===== config.mk =====
export PLATFORM = sky130hd
export DESIGN_NAME = lfsr_bist_controller_flat
export DESIGN_NICKNAME = d
export VERILOG_FILES = /design/src/rtl/lfsr_bist_if.sv /design/src/rtl/lfsr_bist_controller.sv /design/src/flat_wrapper.sv
export SDC_FILE = /design/constraint.sdc
export NUM_CORES = 1
export LEC_CHECK = 0
export BUFFER_PORTS_ARGS = -buffer_cell sky130_fd_sc_hd__buf_2
export CORE_ASPECT_RATIO = 1.1
export CORE_MARGIN = 3
export CORE_UTILIZATION = 45
export CTS_CLUSTER_SIZE = 30
export DETAILED_ROUTE_END_ITERATION = 8
export PLACE_DENSITY_LB_ADDON = 0.1
export SLEW_MARGIN = 20
export SYNTH_ARGS = -nofsm -noshare
export SYNTH_HDL_FRONTEND = slang
export SYNTH_SLANG_ARGS = --single-unit

===== constraint.sdc =====
create_clock -name clk -period 5.03 [get_ports clk]
set_input_delay 1.006 -clock clk [delete_from_list [all_inputs] [get_ports clk]]
set_output_delay 1.006 -clock clk [all_outputs]
set_load 0.03 [all_outputs]

===== src/rtl/lfsr_bist_if.sv =====
// lfsr_bist_if: control, generator/checker and status signals of the LFSR BIST sequencer.
// o_lock_latency exists only when LFSR_BIST_LATENCY_EN is defined.
interface lfsr_bist_if #(parameter int NB_LFSR = 8);
   logic               i_start;
   logic               i_abort;
   logic [NB_LFSR-1:0] i_seed;
   logic [1:0]         i_valid_mode;
   logic               i_lock;
   logic [NB_LFSR-1:0] o_seed;
   logic               o_soft_reset;
   logic               o_valid;
   logic               o_busy;
   logic               o_done;
   logic               o_pass;
   logic [7:0]         o_loss_cnt;
   logic [2:0]         o_state;
`ifdef LFSR_BIST_LATENCY_EN
   logic [15:0]        o_lock_latency;
`endif
   modport master (
      output i_start, i_abort, i_seed, i_valid_mode, i_lock,
      input  o_seed, o_soft_reset, o_valid, o_busy, o_done, o_pass, o_loss_cnt, o_state
`ifdef LFSR_BIST_LATENCY_EN
      , input o_lock_latency
`endif
   );
   modport slave (
      input  i_start, i_abort, i_seed, i_valid_mode, i_lock,
      output o_seed, o_soft_reset, o_valid, o_busy, o_done, o_pass, o_loss_cnt, o_state
`ifdef LFSR_BIST_LATENCY_EN
      , output o_lock_latency
`endif
   );
endinterface


===== src/rtl/lfsr_bist_controller.sv =====
// lfsr_bist_controller: seeds the LFSR generator, strobes valid and grades the checker lock.
// Define LFSR_BIST_LATENCY_EN to add the o_lock_latency capture.
module lfsr_bist_controller #(
   parameter int NB_LFSR      = 8,
   parameter int SEED_CYCLES  = 2,
   parameter int LOCK_TIMEOUT = 1024,
   parameter int RUN_LENGTH   = 255,
   parameter int MAX_LOSS     = 4
) (
   input  logic       clk,
   input  logic       i_rst_n,
   lfsr_bist_if.slave bus
);
   localparam int SW = $clog2(SEED_CYCLES + 1);
   localparam int TW = $clog2(LOCK_TIMEOUT + 1);
   localparam int RW = $clog2(RUN_LENGTH + 1);
   typedef enum logic [2:0] {IDLE = 3'd0, SEED = 3'd1, ACQUIRE = 3'd2, RUN = 3'd3, PASS = 3'd4, FAIL = 3'd5} state_t;
   state_t        state, nxt;
   logic [1:0]    ph, nxt_ph;
   logic [SW-1:0] scnt;
   logic [TW-1:0] tcnt;
   logic [RW-1:0] run_cnt, run_inc;
   logic [7:0]    loss_inc;
   logic          valid_nxt, start_acc;
`ifdef LFSR_BIST_LATENCY_EN
   logic          lat_done;
`endif
   always_comb begin
      loss_inc = (bus.o_loss_cnt == 8'hFF) ? bus.o_loss_cnt : bus.o_loss_cnt + 8'd1;
      run_inc  = run_cnt + RW'(bus.o_valid);
      case (state)
         IDLE, PASS, FAIL: nxt = bus.i_start ? SEED : state;
         SEED:             nxt = (scnt == SW'(SEED_CYCLES - 1)) ? ACQUIRE : SEED;
         ACQUIRE:          nxt = bus.i_lock ? RUN : (tcnt == TW'(LOCK_TIMEOUT - 1)) ? FAIL : ACQUIRE;
         RUN:              nxt = !bus.i_lock ? ((32'(loss_inc) >= MAX_LOSS) ? FAIL : ACQUIRE)
                                 : (run_inc == RW'(RUN_LENGTH)) ? PASS : RUN;
         default:          nxt = IDLE;
      endcase
      if (bus.i_abort) nxt = IDLE;
      start_acc = (nxt == SEED) && (state != SEED);
      // the phase restarts on every ACQUIRE entry so its first cycle is always a valid beat
      nxt_ph    = (nxt == ACQUIRE && state != ACQUIRE) ? 2'd0 : ph + 2'd1;
      valid_nxt = (nxt == ACQUIRE || nxt == RUN) &&
                  ((bus.i_valid_mode == 2'b01) ? !nxt_ph[0] : (bus.i_valid_mode == 2'b10) ? (nxt_ph == 2'd0) : 1'b1);
   end
   always_ff @(posedge clk or negedge i_rst_n) begin
      if (!i_rst_n) begin
         state            <= IDLE;
         ph               <= '0;
         scnt             <= '0;
         tcnt             <= '0;
         run_cnt          <= '0;
         bus.o_seed       <= {NB_LFSR{1'b1}};
         bus.o_soft_reset <= 1'b0;
         bus.o_valid      <= 1'b0;
         bus.o_busy       <= 1'b0;
         bus.o_done       <= 1'b0;
         bus.o_pass       <= 1'b0;
         bus.o_loss_cnt   <= '0;
         bus.o_state      <= '0;
`ifdef LFSR_BIST_LATENCY_EN
         bus.o_lock_latency <= '0;
         lat_done           <= 1'b0;
`endif
      end else begin
         state            <= nxt;
         ph               <= nxt_ph;
         scnt             <= (state == SEED && nxt == SEED) ? scnt + SW'(1) : '0;
         tcnt             <= (state == ACQUIRE && nxt == ACQUIRE) ? tcnt + TW'(1) : '0;
         run_cnt          <= (state == RUN && nxt == RUN) ? run_inc : '0;
         bus.o_soft_reset <= nxt == SEED;
         bus.o_valid      <= valid_nxt;
         bus.o_busy       <= nxt == SEED || nxt == ACQUIRE || nxt == RUN;
         bus.o_done       <= nxt == PASS || nxt == FAIL;
         bus.o_pass       <= nxt == PASS;
         bus.o_state      <= nxt;
         if (start_acc) begin
            bus.o_seed     <= (bus.i_seed == '0) ? {NB_LFSR{1'b1}} : bus.i_seed;
            bus.o_loss_cnt <= '0;
         end else if (state == RUN && !bus.i_lock && !bus.i_abort) begin
            bus.o_loss_cnt <= loss_inc;
         end
`ifdef LFSR_BIST_LATENCY_EN
         // only the first lock of a test is recorded; later re-acquisitions leave it alone
         if (start_acc) begin
            bus.o_lock_latency <= '0;
            lat_done           <= 1'b0;
         end else if (state == ACQUIRE && bus.i_lock && !lat_done) begin
            bus.o_lock_latency <= (32'(tcnt) > 32'hFFFF) ? 16'hFFFF : 16'(tcnt);
            lat_done           <= 1'b1;
         end
`endif
      end
   end
endmodule

===== src/flat_wrapper.sv =====
// flat-port wrapper written by rule: the top's interface ports become plain ports
module lfsr_bist_controller_flat 
#(
   parameter int NB_LFSR      = 8,
   parameter int SEED_CYCLES  = 2,
   parameter int LOCK_TIMEOUT = 1024,
   parameter int RUN_LENGTH   = 255,
   parameter int MAX_LOSS     = 4
)
  (clk, i_rst_n, bus_i_start, bus_i_abort, bus_i_seed, bus_i_valid_mode, bus_i_lock, bus_o_seed, bus_o_soft_reset, bus_o_valid, bus_o_busy, bus_o_done, bus_o_pass, bus_o_loss_cnt, bus_o_state);
  lfsr_bist_if #(.NB_LFSR(NB_LFSR)) bus_i ();
  input  logic clk;
  input  logic i_rst_n;
  input wire logic [$bits(bus_i.i_start)-1:0] bus_i_start;
  input wire logic [$bits(bus_i.i_abort)-1:0] bus_i_abort;
  input wire logic [$bits(bus_i.i_seed)-1:0] bus_i_seed;
  input wire logic [$bits(bus_i.i_valid_mode)-1:0] bus_i_valid_mode;
  input wire logic [$bits(bus_i.i_lock)-1:0] bus_i_lock;
  output wire logic [$bits(bus_i.o_seed)-1:0] bus_o_seed;
  output wire logic [$bits(bus_i.o_soft_reset)-1:0] bus_o_soft_reset;
  output wire logic [$bits(bus_i.o_valid)-1:0] bus_o_valid;
  output wire logic [$bits(bus_i.o_busy)-1:0] bus_o_busy;
  output wire logic [$bits(bus_i.o_done)-1:0] bus_o_done;
  output wire logic [$bits(bus_i.o_pass)-1:0] bus_o_pass;
  output wire logic [$bits(bus_i.o_loss_cnt)-1:0] bus_o_loss_cnt;
  output wire logic [$bits(bus_i.o_state)-1:0] bus_o_state;
  assign bus_i.i_start = bus_i_start;
  assign bus_i.i_abort = bus_i_abort;
  assign bus_i.i_seed = bus_i_seed;
  assign bus_i.i_valid_mode = bus_i_valid_mode;
  assign bus_i.i_lock = bus_i_lock;
  assign bus_o_seed = bus_i.o_seed;
  assign bus_o_soft_reset = bus_i.o_soft_reset;
  assign bus_o_valid = bus_i.o_valid;
  assign bus_o_busy = bus_i.o_busy;
  assign bus_o_done = bus_i.o_done;
  assign bus_o_pass = bus_i.o_pass;
  assign bus_o_loss_cnt = bus_i.o_loss_cnt;
  assign bus_o_state = bus_i.o_state;
  lfsr_bist_controller #(.NB_LFSR(NB_LFSR), .SEED_CYCLES(SEED_CYCLES), .LOCK_TIMEOUT(LOCK_TIMEOUT), .RUN_LENGTH(RUN_LENGTH), .MAX_LOSS(MAX_LOSS)) u_core (.clk(clk), .i_rst_n(i_rst_n), .bus(bus_i));
endmodule

# After elaboration in Yosys (flattened, before gate mapping)
# Cells that the tools add are included.
# word_totals
in_bits,15
out_inout_bits,24
wordCells,75
regBits,47
# classes
magnitude_cmp,1
mux,19
add_sub_neg,5
n_reduce_logical,20
n_eq_ne,18
# op_table
cell,n
8-bit 2-to-1 mux,5
3-bit 2-to-1 mux,7
8-bit == test (second input constant),2
3-bit by 2-bit == test with 1-bit output (second input constant),4
3-bit == test (second input constant),4
3-bit one-hot mux with 4 select lines,1
11-bit by 1-bit adder with 11-bit output (second input constant),1
11-bit by 10-bit == test with 1-bit output (second input constant),1
11-bit 2-to-1 mux,1
8-bit by 1-bit adder with 8-bit output,1
8-bit by 1-bit adder with 8-bit output (second input constant),1
8-bit by 3-bit >= comparator with 1-bit output (second input constant),1
1-bit logical AND,8
8-bit zero test,1
3-bit by 1-bit == test with 1-bit output (second input constant),2
2-bit 2-to-1 mux,3
2-bit by 1-bit adder with 2-bit output (second input constant),2
2-bit by 1-bit == test with 1-bit output (second input constant),2
1-bit logical OR,4
1-bit zero test,3
3-bit zero test,1
3-bit by 1-bit != test with 1-bit output (second input constant),1
3-bit by 2-bit != test with 1-bit output (second input constant),1
3-bit OR reduction,1
other kinds (4),5

# Logic depth before layout (Yosys ltp)
# Gate-level depths: netlist (run 1).
# logic_depth
ltp_word,14
ltp_mapped,8
ltp_nobuf,7

# Worst setup path before layout (run 1)
# OpenSTA, ideal clock, no wires.
# synth_timing
path_type,in2reg
start,in bus_i_start
end,reg u_core.bus.o_loss_cnt[5]
arrival_time_ns,2.094
required_time_ns,4.931
setup_slack_ns,2.836
path_stages,7
setup_ns,0.099
path_buffers,2
path_cell_list,nor2_1 -> a211oi_1 -> a211oi_2 -> nor4b_4 -> buf_6 -> buf_6 -> a311oi_1
# synth_via
elab_chain_cells,6
word_cells_on_any_way,7
cone_classes,eq/ne (1); mux (4); reduce/logical (2)
# synth_rtl
element,line,text
start: declaration,flat_wrapper.sv:14,input wire logic [$bits(bus_i.i_start)-1:0] bus_i_start;
3-bit 2-to-1 mux (*),lfsr_bist_controller.sv:32,"IDLE, PASS, FAIL: nxt = bus.i_start ? SEED : state;"
3-bit one-hot mux with 4 select lines (*),lfsr_bist_controller.sv:31,case (state)
3-bit 2-to-1 mux (*),lfsr_bist_controller.sv:39,if (bus.i_abort) nxt = IDLE;
3-bit by 1-bit == test with 1-bit output (*),lfsr_bist_controller.sv:40,start_acc = (nxt == SEED) && (state != SEED);
1-bit logical AND (*),lfsr_bist_controller.sv:40,
8-bit 2-to-1 mux or 2-bit nonzero test (tied branches),--,
end signal: assignment,lfsr_bist_controller.sv:81,bus.o_loss_cnt <= loss_inc;
end: declaration,lfsr_bist_if.sv:29,"output o_seed, o_soft_reset, o_valid, o_busy, o_done, o_pass, o_loss_cnt, o_state"
# Every way passes the cells marked *; elsewhere a longest branch is shown, timed or not.
# A chain may end at the register's enable or synchronous reset.

==> run_results.csv, run 1 <==
group,metric,value,unit
status,status,"completed",
finish,stdcell_count,339,
clock_tree,clock-sinks,47,
synthesis,synth.area.mux_share,4.17,%
timing,slew_headroom,57.6,%
synthesis,syn_area,2400,µm²
timing,drv_slew,0,
route,routed_via_density,5.41,
synthesis,synth_nets,259,
pwr,ir_drop,181,µV
clock_tree,cts_buffer_depth,2,
global_routing,grt_pass1_vias,1761,
timing,finalSetupTns,0,ns
critical_path,cp_top_family,"simple AND/OR/NAND/NOR gates",
clock_tree,root_buffer,"clkbuf_8",
clock_tree,cts_hold_buf,0,
worst_hold_path,min_path_type,"flip-flop to flip-flop",
timing,rsz0062_at_grt,"false",
clock_tree,cts_tree,"yes",
critical_path,cp.arrival,2.84,ns
critical_path,path_buf_inv,1,
timing,post-route-min-period,2.62,ns
pwr,p_per_area,296,nW/µm²
clock_tree,h-tree-depth,2,
synthesis,yosysSeqAreaShare,49.4,%
critical_path,required,5.25,ns
route,drc_errors,0,
global_routing,antenna_found_initial,0,
global_routing,globalRouteTotalUtil,16.9,%
global_routing,grt_max_degree,48,
floorplan,coreArea,5070,µm²
finish,final_common_cell,"nor2_1",
route,ant_nets,0,
timing,clock_skew,0.0135,ns
finish,antennaDiodeCount,0,
synthesis,synth_top_family_by_area,"simple AND/OR/NAND/NOR gates",
route,vias,1834,
floorplan,ios,39,
critical_path,crit_chain,"or3b_4 -> nor4_2 -> a211oi_2 -> nor4b_4 -> buf_6 -> mux2i_1",
synthesis,synth_top_area_cell,"dfrtp_1",
floorplan,num_rows,27,
place,portBuffers,38,
timing,tightest_slew,0.633,ns
floorplan,start_util,47.4,%
floorplan,dieArea,6250,µm²
timing,fmax,0.381,GHz
clock_tree,post_cts_resized,0,
synthesis,yosysTopAreaCellShare,40.6,%
critical_path,slowest_delay,0.62,ns
timing,finalSetupViolCount,0,
route,drt_wl_total,4830,µm
clock_tree,clk_pin_slew,0.09,ns
finish,area_growth_syn_to_layout,13.4,%
synthesis,yosys-top-cells-area,"dfrtp_1 41%, dfstp_2 8.8%, nor2_1 6.4%",
synthesis,syn_avg_cell_area,10.0,µm²
floorplan,die_w,75.6,µm
finish,layout_common_cells,"41 x nor2_1, 39 x dfrtp_1, 37 x buf_2, 14 x inv_1, 13 x nor3_1",
floorplan,fp.dieH,82.6,µm
critical_path,cp_max_fo,14,
clock_tree,worstSkewPairLatency,0.30,ns
synthesis,yosys_warnings,0,
critical_path,start_kind,"flip-flop",
synthesis,postSynthCellCount,239,
critical_path,crit_slowest_cell,"dfrtp_1",
clock_tree,cts_buffers,5,
critical_path,path_class,"flip-flop to flip-flop",
synthesis,synthAdderAreaFrac,2.61,%
place,gp_congestion,0.794,
clock_tree,post-cts-setup-buffers,0,
timing,finalCritPeriodShare,52.1,%
job,drv_cap,0,
place,hpwl,3540,µm
route,wl_per_cell,14.3,µm
global_routing,grt_pass1_wl,8070,µm
global_routing,overflow,0,
synthesis,yosys.area_share.simple,25.0,%
synthesis,synth_compound_area_share,7.92,%
place,placedCellCount,331,
synthesis,synth_xor_area_share,7.30,%
synthesis,synth_seq_cells,47,
finish,finish.net_count,300,
pwr,p_leak,1.24,nW
route,firstDrtPassIters,4,
critical_path,critPathCaptureType,"flip-flop",
route,drt_iter0_markers,66,
finish,layout-drive-gt1-share,20.3,%
timing,hold_viol,0,
synthesis,ys_types,48,
==> per-layer routing <==
| layer | global-route usage (%) | routed length, µm |
|---|---|---|
| met5 | 0 | 0 |
| met4 | 5.42 | 55 |
| met3 | 4.24 | 146 |
| met2 | 25.7 | 2220 |
| met1 | 23.4 | 2420 |
==> path summary, 6_finish.rpt <==
| kind | start | to | slack [ns] | depth (start not counted) |
|---|---|---|---|---|
| max in group asynchronous | i_rst_n | u_core.ph[0] | 3.91 | 1 |
| setup reg to reg | u_core.bus.o_state[1] | u_core.bus.o_seed[3] | 2.41 | 6 |
| min in group asynchronous | i_rst_n | u_core.run_cnt[6] | 0.71 | 1 |
| hold / removal | u_core.scnt[0] | u_core.scnt[0] | 0.43 | 1 |
| hold reg to reg | u_core.scnt[0] | u_core.scnt[0] | 0.43 | 1 |
| setup / recovery | u_core.bus.o_state[1] | u_core.bus.o_seed[3] | 2.41 | 6 |
==> sequential cells by signal (all words and copies together) (netlist names) <==
signal                   cells
u_core.bus.o_busy            1
u_core.scnt                  2
u_core.bus.o_loss_cnt        8
u_core.bus.o_soft_reset      1
u_core.bus.o_valid           1
u_core.run_cnt               8
u_core.bus.o_seed            8
u_core.ph                    2
u_core.bus.o_done            1
u_core.bus.o_pass            1
u_core.tcnt                 11
u_core.bus.o_state           3
==> layout make-up <==
class	count	area, µm²
Timing Repair Buffer	39	204
Tap cell	58	72.6
Sequential cell	47	1190
Fill cell	474	2340
Clock buffer	8	80.1
Inverter	14	52.6
Multi-Input combinational cell	173	1130
==> report_power, final <==
part | switching (mW) | total, mW | internal (mW) | leakage [nW]
clock | 0.123 | 0.222 | 0.0991 | 0.0395
sequential | 0.0190 | 0.439 | 0.420 | 0.622
combinational | 0.0960 | 0.144 | 0.0485 | 0.577
total | 0.238 | 0.806 | 0.568 | 1.24
==> Yosys cell counts (all sizes together) <==
| cell | n |
|---|---|
| and2 | 1 |
| ha | 5 |
| nor3b | 3 |
| o2111a | 2 |
| and3 | 3 |
| or4 | 2 |
| buf | 4 |
| dfstp | 8 |
| nor4bb | 1 |
| or3 | 1 |
| nor2b | 3 |
| nor4 | 6 |
| a21o | 1 |
| nand4bb | 1 |
| nor3 | 13 |
| a21boi | 2 |
| mux2i | 10 |
| nand4b | 1 |
| dfrtp | 39 |
| nand2 | 10 |
| a2111oi | 1 |
| o21a | 1 |
| nand4 | 7 |
| o21ai | 3 |
| a221oi | 1 |
| o21bai | 2 |
| nor4b | 1 |
| inv | 14 |
| xnor2 | 11 |
| nor2 | 41 |
| nand2b | 3 |
| or3b | 1 |
| o221ai | 1 |
| or4b | 1 |
| and2b | 1 |
| nand3 | 9 |
| o311a | 1 |
| xor2 | 9 |
| clkbuf | 1 |
| a311oi | 1 |
| or2 | 1 |
| a21oi | 7 |
| a211oi | 3 |
| nand3b | 2 |
==> logic make-up (layout without fill, tap and decap cells) <==
kind of cell,after synthesis,after routing
flip-flops,47,47
AND/OR/NAND/NOR,112,112
AO/OA/AOI/OAI,26,26
XOR/XNOR,20,20
multiplexers,10,10
adder cells (fa/ha/maj),5,5
buffers and inverters,19,61
==> stage by stage <==
step	power (mW)	utilization, %	area, µm²	setup WS [ns]	hold WS, ns
final	0.806	53.7	2720	2.41	0.432
after global routing	0.848	53.7	2720	2.16	0.458
after CTS	0.816	53.7	2720	2.37	0.434
after detailed placement	0.592	52.1	2640	2.32	0.423
after global placement	0.588	51.9	2630	2.15	0.423
after floorplan	0.547	-	2400	2.84	0.408
Note: power is estimated with default switching activity, not from simulation.
==> run 2, diff against run 1 <==
==> constraint.sdc (replaced) <==
create_clock -name clk -period 2.1 [get_ports clk]
set_input_delay 0.42 -clock clk [delete_from_list [all_inputs] [get_ports clk]]
set_output_delay 0.42 -clock clk [all_outputs]
set_load 0.03 [all_outputs]
==> run 2 against run 1 <==
Net effect: global-route usage is 0.084 points lower; critical endpoint is now u_core.bus.o_seed[4]; largest cell class unchanged; sequential power grew 140%; sequential share of layout area decreased by 2.5 points; critical path depth unchanged; hold slack got worse by 0.34 ns; power is 140% higher; clock skew is 0.0066 ns lower; wire length decreased by 0.39%.
==> run_results.csv, run 2 (synthesized netlist as in run 1, its figures left out) <==
group,metric,value,unit
status,status,"completed",
job,drv_cap,0,
floorplan,dieArea,6250,µm²
critical_path,r2r_end,"u_core.bus.o_seed[4]",
critical_path,cp_max_fo,16,
global_routing,grt_pass1_vias,1697,
route,vias,1880,
critical_path,required,2.34,ns
critical_path,critPathCaptureType,"flip-flop",
finish,layout-drive-gt1-share,27.9,%
clock_tree,cts_buffers,5,
route,routed_via_density,5.34,
route,drt_wl_total,4820,µm
place,place_area,2760,µm²
timing,tightest_slew,0.670,ns
clock_tree,worstSkewPairLatency,0.31,ns
route,drc_errors,0,
global_routing,overflow,0,
place,portBuffers,38,
critical_path,path_class,"flip-flop to flip-flop",
timing,post-route-min-period,2.04,ns
pwr,p_sw_share,30.3,%
clock_tree,clock-sinks,47,
clock_tree,root_buffer,"clkbuf_8",
pwr,p_per_area,681,nW/µm²
global_routing,globalRouteTotalUtil,16.8,%
pwr,internal_power,1.37,mW
pwr,clkPwrFrac,28.0,%
critical_path,cp.arrival,2.28,ns
floorplan,die_w,75.6,µm
critical_path,rrSetupSlack,0.06,ns
timing,slew_headroom,54.7,%
critical_path,start_kind,"flip-flop",
clock_tree,cts_buffer_depth,2,
route,ant_nets,0,
route,wl_per_cell,13.7,µm
clock_tree,cts_hold_buf,0,
floorplan,ios,39,
finish,antennaDiodeCount,0,
finish,finish.net_count,313,
place,gp_congestion,0.730,
floorplan,start_util,47.4,%
timing,drv_slew,0,
clock_tree,post-cts-setup-buffers,0,
timing,fmax,0.489,GHz
timing,finalCritPeriodShare,97.3,%
timing,rsz0062_at_grt,"true",
global_routing,grt_pass1_wl,7970,µm
pwr,ir_drop,452,µV
timing,finalSetupViolCount,0,
floorplan,num_rows,27,
finish,finalInstanceArea,2900,µm²
global_routing,grt_max_degree,25,
timing,holdWs,0.0940,ns
route,firstDrtPassIters,4,
pwr,power_switching,0.597,mW
timing,hold_viol,0,
place,hpwl,3590,µm
worst_hold_path,min_path_type,"primary input to asynchronous set/reset pin",
critical_path,timing.rr.start,"u_core.bus.o_state[2]",
pwr,p_leak,1.35,nW
floorplan,coreArea,5070,µm²
finish,final_common_cell,"nor2_1",
finish,top_register,"u_core.tcnt",
finish,area_growth_syn_to_layout,20.6,%
finish,layout_common_cells,"41 x nor2_1, 38 x buf_2, 36 x dfrtp_1, 14 x inv_1, 13 x nor3_1",
timing,clock_skew,0.00688,ns
critical_path,rr_worst_depth,6,
clock_tree,h-tree-depth,2,
pwr,p_comb_share,19.0,%
finish,largest_register_ffs,11,
global_routing,antenna_found_initial,0,
route,drt_iter0_markers,65,
clock_tree,clk_pin_slew,0.09,ns
pwr,p_total,1.97,mW
clock_tree,cts_tree,"yes",
pwr,p_seq_share,53.0,%
floorplan,fp.dieH,82.6,µm
[run 2: repair_timing]
| item | 4_1_cts | 5_1_grt |
|---|---|---|
| resized for setup | 3 | 5 |
| endpoints found under the setup margin | 3 | 27 |
| gates cloned | 0 | 0 |
| pin swaps | 0 | 2 |
[run 2: worst max-delay path by stage]
stage	from	to	slack (ns)	cells after the start
global route	u_core.bus.o_state[2]	u_core.bus.o_seed[2]	-0.03	6
CTS	u_core.bus.o_state[2]	u_core.tcnt[4]	0.02	6
detailed placement	u_core.bus.o_valid	u_core.bus.o_busy	-0.06	7
floorplan	u_core.bus.o_state[0]	u_core.bus.o_seed[6]	0.008	7
global placement	u_core.bus.o_valid	u_core.bus.o_busy	-0.03	7
finish	u_core.bus.o_state[2]	u_core.bus.o_seed[4]	0.06	6
[run 2: layer usage]
metal	share of wire, %	vias to the layer above	global-route usage (%)	wire (µm)
met3	4.0	6	4.00	192
met4	1.3	0	6.29	63
met2	45	36	24.7	2180
met1	49	897	23.8	2380
met5	0	-	0	0
li1	-	941	-	-
[run 2: power groups by stage]
stage / registers (mW) / logic (mW) / clock network (mW)
final: 1.04 / 0.374 / 0.552
after global routing: 1.05 / 0.412 / 0.617
after CTS: 1.05 / 0.379 / 0.578
after detailed placement: 1.06 / 0.378 / 0
after global placement: 1.06 / 0.376 / 0
after floorplan: 1.18 / 0.135 / 0
[run 2: layout make-up]
| cell class | instances | area [µm²] |
|---|---|---|
| clock inverter | 3 | 18.8 |
| inverter | 14 | 52.6 |
| sequential | 47 | 1190 |
| timing repair buffer | 52 | 320 |
| tap | 58 | 72.6 |
| clock buffer | 5 | 68.8 |
| fill | 464 | 2170 |
| multi-input combinational | 173 | 1170 |
[run 2: metrics by stage]
| stage | setup WS, ns | TNS [ns] | util (%) | cells |
|---|---|---|---|---|
| floorplan | 0.00792 | 0 | - | 239 |
| global placement | -0.0287 | -0.0287 | 54.5 | 344 |
| detailed placement | -0.0588 | -0.0588 | 54.5 | 344 |
| CTS | 0.0225 | 0 | 56.5 | 352 |
| global route | -0.0269 | -0.0939 | 57.1 | 352 |
| finish | 0.0567 | 0 | 57.1 | 352 |
[run 2: worst max-delay path: stages, from the launching register on]
cell and delay (ns):
dfrtp_2 0.46, or3b_4 0.42, nor4_4 0.29, a211oi_2 0.10
nor4b_4 0.29, buf_12 0.20, mux2i_1 0.21
==> run 3, diff against run 2 <==
--- a/config.mk
+++ b/config.mk
@@ -8,7 +8,7 @@
 export BUFFER_PORTS_ARGS = -buffer_cell sky130_fd_sc_hd__buf_2
 export CORE_ASPECT_RATIO = 1.1
 export CORE_MARGIN = 3
-export CORE_UTILIZATION = 45
+export CORE_UTILIZATION = 40
 export CTS_CLUSTER_SIZE = 30
 export DETAILED_ROUTE_END_ITERATION = 8
 export PLACE_DENSITY_LB_ADDON = 0.1
==> run 3 against run 2 <==
Net effect: maximum frequency increased by 0.68%; highest routed layer unchanged; via count increased by 0.74%; non-clock buffer count increased by 2; wire length increased by 5.2%; global-route usage decreased by 0.47 points; register-to-register slack about the same; design area increased by 3.0%; clock skew increased by 0.0026 ns; sequential share of layout area decreased by 1.2 points; clock-buffer cell count unchanged.
==> run_results.csv, run 3 (synthesized netlist as in run 1, its figures left out) <==
group,metric,value,unit
status,status,"completed",
pwr,p_total,2.24,mW
timing,post-route-min-period,2.03,ns
finish,antennaDiodeCount,0,
critical_path,timing.rr.start,"u_core.bus.o_state[2]",
timing,holdWs,0.0657,ns
route,drt_wl_total,5070,µm
finish,layout-drive-gt1-share,28.4,%
global_routing,overflow,0,
timing,finalCritPeriodShare,96.6,%
worst_hold_path,min_path_type,"primary input to asynchronous set/reset pin",
pwr,p_comb_share,17.7,%
critical_path,cp.arrival,2.26,ns
floorplan,dieArea,6970,µm²
global_routing,globalRouteTotalUtil,16.3,%
critical_path,rrSetupSlack,0.07,ns
clock_tree,cts_tree,"yes",
pwr,p_sw_share,27.3,%
clock_tree,clk_pin_slew,0.09,ns
clock_tree,worstSkewPairLatency,0.31,ns
clock_tree,h-tree-depth,2,
route,drt_iter0_markers,117,
clock_tree,cts_buffers,5,
route,routed_via_density,5.11,
route,wl_per_cell,13.7,µm
global_routing,grt_pass1_wl,8890,µm
critical_path,critPathCaptureType,"flip-flop",
place,hpwl,3800,µm
critical_path,endpoint,"u_core.bus.o_seed[4]",
clock_tree,clock-sinks,47,
floorplan,start_util,42.8,%
global_routing,grt_pass1_vias,1887,
finish,finalInstanceArea,2980,µm²
floorplan,die_w,79.9,µm
floorplan,num_rows,28,
critical_path,start_kind,"flip-flop",
timing,drv_slew,0,
job,drv_cap,0,
critical_path,required,2.33,ns
timing,rsz0062_at_grt,"true",
floorplan,coreArea,5610,µm²
route,drc_errors,0,
timing,finalSetupViolCount,0,
timing,hold_viol,0,
pwr,power_switching,0.611,mW
finish,layout_common_cells,"41 x nor2_1, 38 x buf_2, 36 x dfrtp_1, 14 x inv_1",
critical_path,r2r_end,"u_core.bus.o_seed[4]",
route,ant_nets,0,
finish,finish.net_count,315,
timing,tightest_slew,0.529,ns
pwr,p_seq_share,46.8,%
clock_tree,root_buffer,"clkbuf_8",
pwr,internal_power,1.63,mW
pwr,p_per_area,750,nW/µm²
critical_path,crit_start,"u_core.bus.o_state[2]",
timing,fmax,0.493,GHz
finish,n_fill_cell,544,
finish,largest_register_ffs,11,
pwr,p_leak,1.36,nW
place,place_area,2780,µm²
finish,final_core_util,53.2,%
place,portBuffers,38,
critical_path,rr_worst_depth,6,
global_routing,grt_max_degree,29,
finish,final_common_cell,"nor2_1",
timing,clock_skew,0.00947,ns
critical_path,cp_max_fo,10,
floorplan,fp.dieH,87.3,µm
finish,area_growth_syn_to_layout,24.2,%
timing,slew_headroom,64.4,%
route,firstDrtPassIters,4,
clock_tree,cts_hold_buf,0,
global_routing,antenna_found_initial,0,
pwr,ir_drop,391,µV
finish,top_register,"u_core.tcnt",
clock_tree,cts_buffer_depth,2,
place,gp_congestion,0.751,
floorplan,ios,39,
route,vias,1894,
pwr,clkPwrFrac,35.5,%
critical_path,path_class,"flip-flop to flip-flop",
## run 3: layout make-up
| type | instances | area, µm² | share of cell area (%) |
|---|---|---|---|
| flip-flops and latches | 47 | 1190 | 39.9 |
| multi-input cells | 173 | 1160 | 39.0 |
| well taps | 75 | 93.8 | 3.15 |
| clock buffers | 5 | 68.8 | 2.31 |
| inverters | 14 | 52.6 | 1.76 |
| clock inverters | 3 | 67.6 | 2.27 |
| repair buffers | 54 | 348 | 11.7 |
## run 3: worst min-delay path by stage
stage / from / cells after the start / to
3_3_place_gp: i_rst_n / 1 / u_core.run_cnt[6]
2_1_floorplan: i_rst_n / 0 / u_core.bus.o_busy
4_1_cts: i_rst_n / 1 / u_core.tcnt[6]
5_1_grt: i_rst_n / 1 / u_core.run_cnt[5]
3_5_place_dp: i_rst_n / 1 / u_core.run_cnt[5]
6_report: i_rst_n / 1 / u_core.run_cnt[5]
## run 3: power groups by stage
| stage | logic [mW] | clock network, mW | registers [mW] |
|---|---|---|---|
| floorplan | 0.135 | 0 | 1.18 |
| global placement | 0.376 | 0 | 1.06 |
| detailed placement | 0.382 | 0 | 1.06 |
| CTS | 0.384 | 0.815 | 1.05 |
| global route | 0.433 | 0.851 | 1.06 |
| finish | 0.396 | 0.795 | 1.05 |
## run 3: repair_timing
item	CTS	global route
buffers inserted	0	3
hold endpoints to repair	0	0
endpoints found under the setup margin	3	19
gates resized for setup	3	4
pin swaps	0	2
## run 3: per-stage QoR
stage	TNS [ns]	cells	setup WS (ns)
4_1_cts	0	368	0.0173
5_1_grt	-0.322	371	-0.0461
2_1_floorplan	0	239	0.00792
6_report	0	371	0.0704
3_3_place_gp	-0.0320	360	-0.0320
3_5_place_dp	-0.0736	360	-0.0736
## run 3: critical path: stages, from the launching register on
cell and delay [ns]:
dfrtp_2 0.46, or3b_4 0.42, nor4_4 0.29, a211oi_2 0.10, nor4b_4 0.28, buf_12 0.19, mux2i_2 0.22
## run 3: per-layer routing
layer,GRT usage [%],share of wire (%),vias up
met4,4.61,1.3,0
met2,26.3,45,37
li1,-,-,955
met5,0,0,-
met1,22.1,49,897
met3,3.73,4.4,5
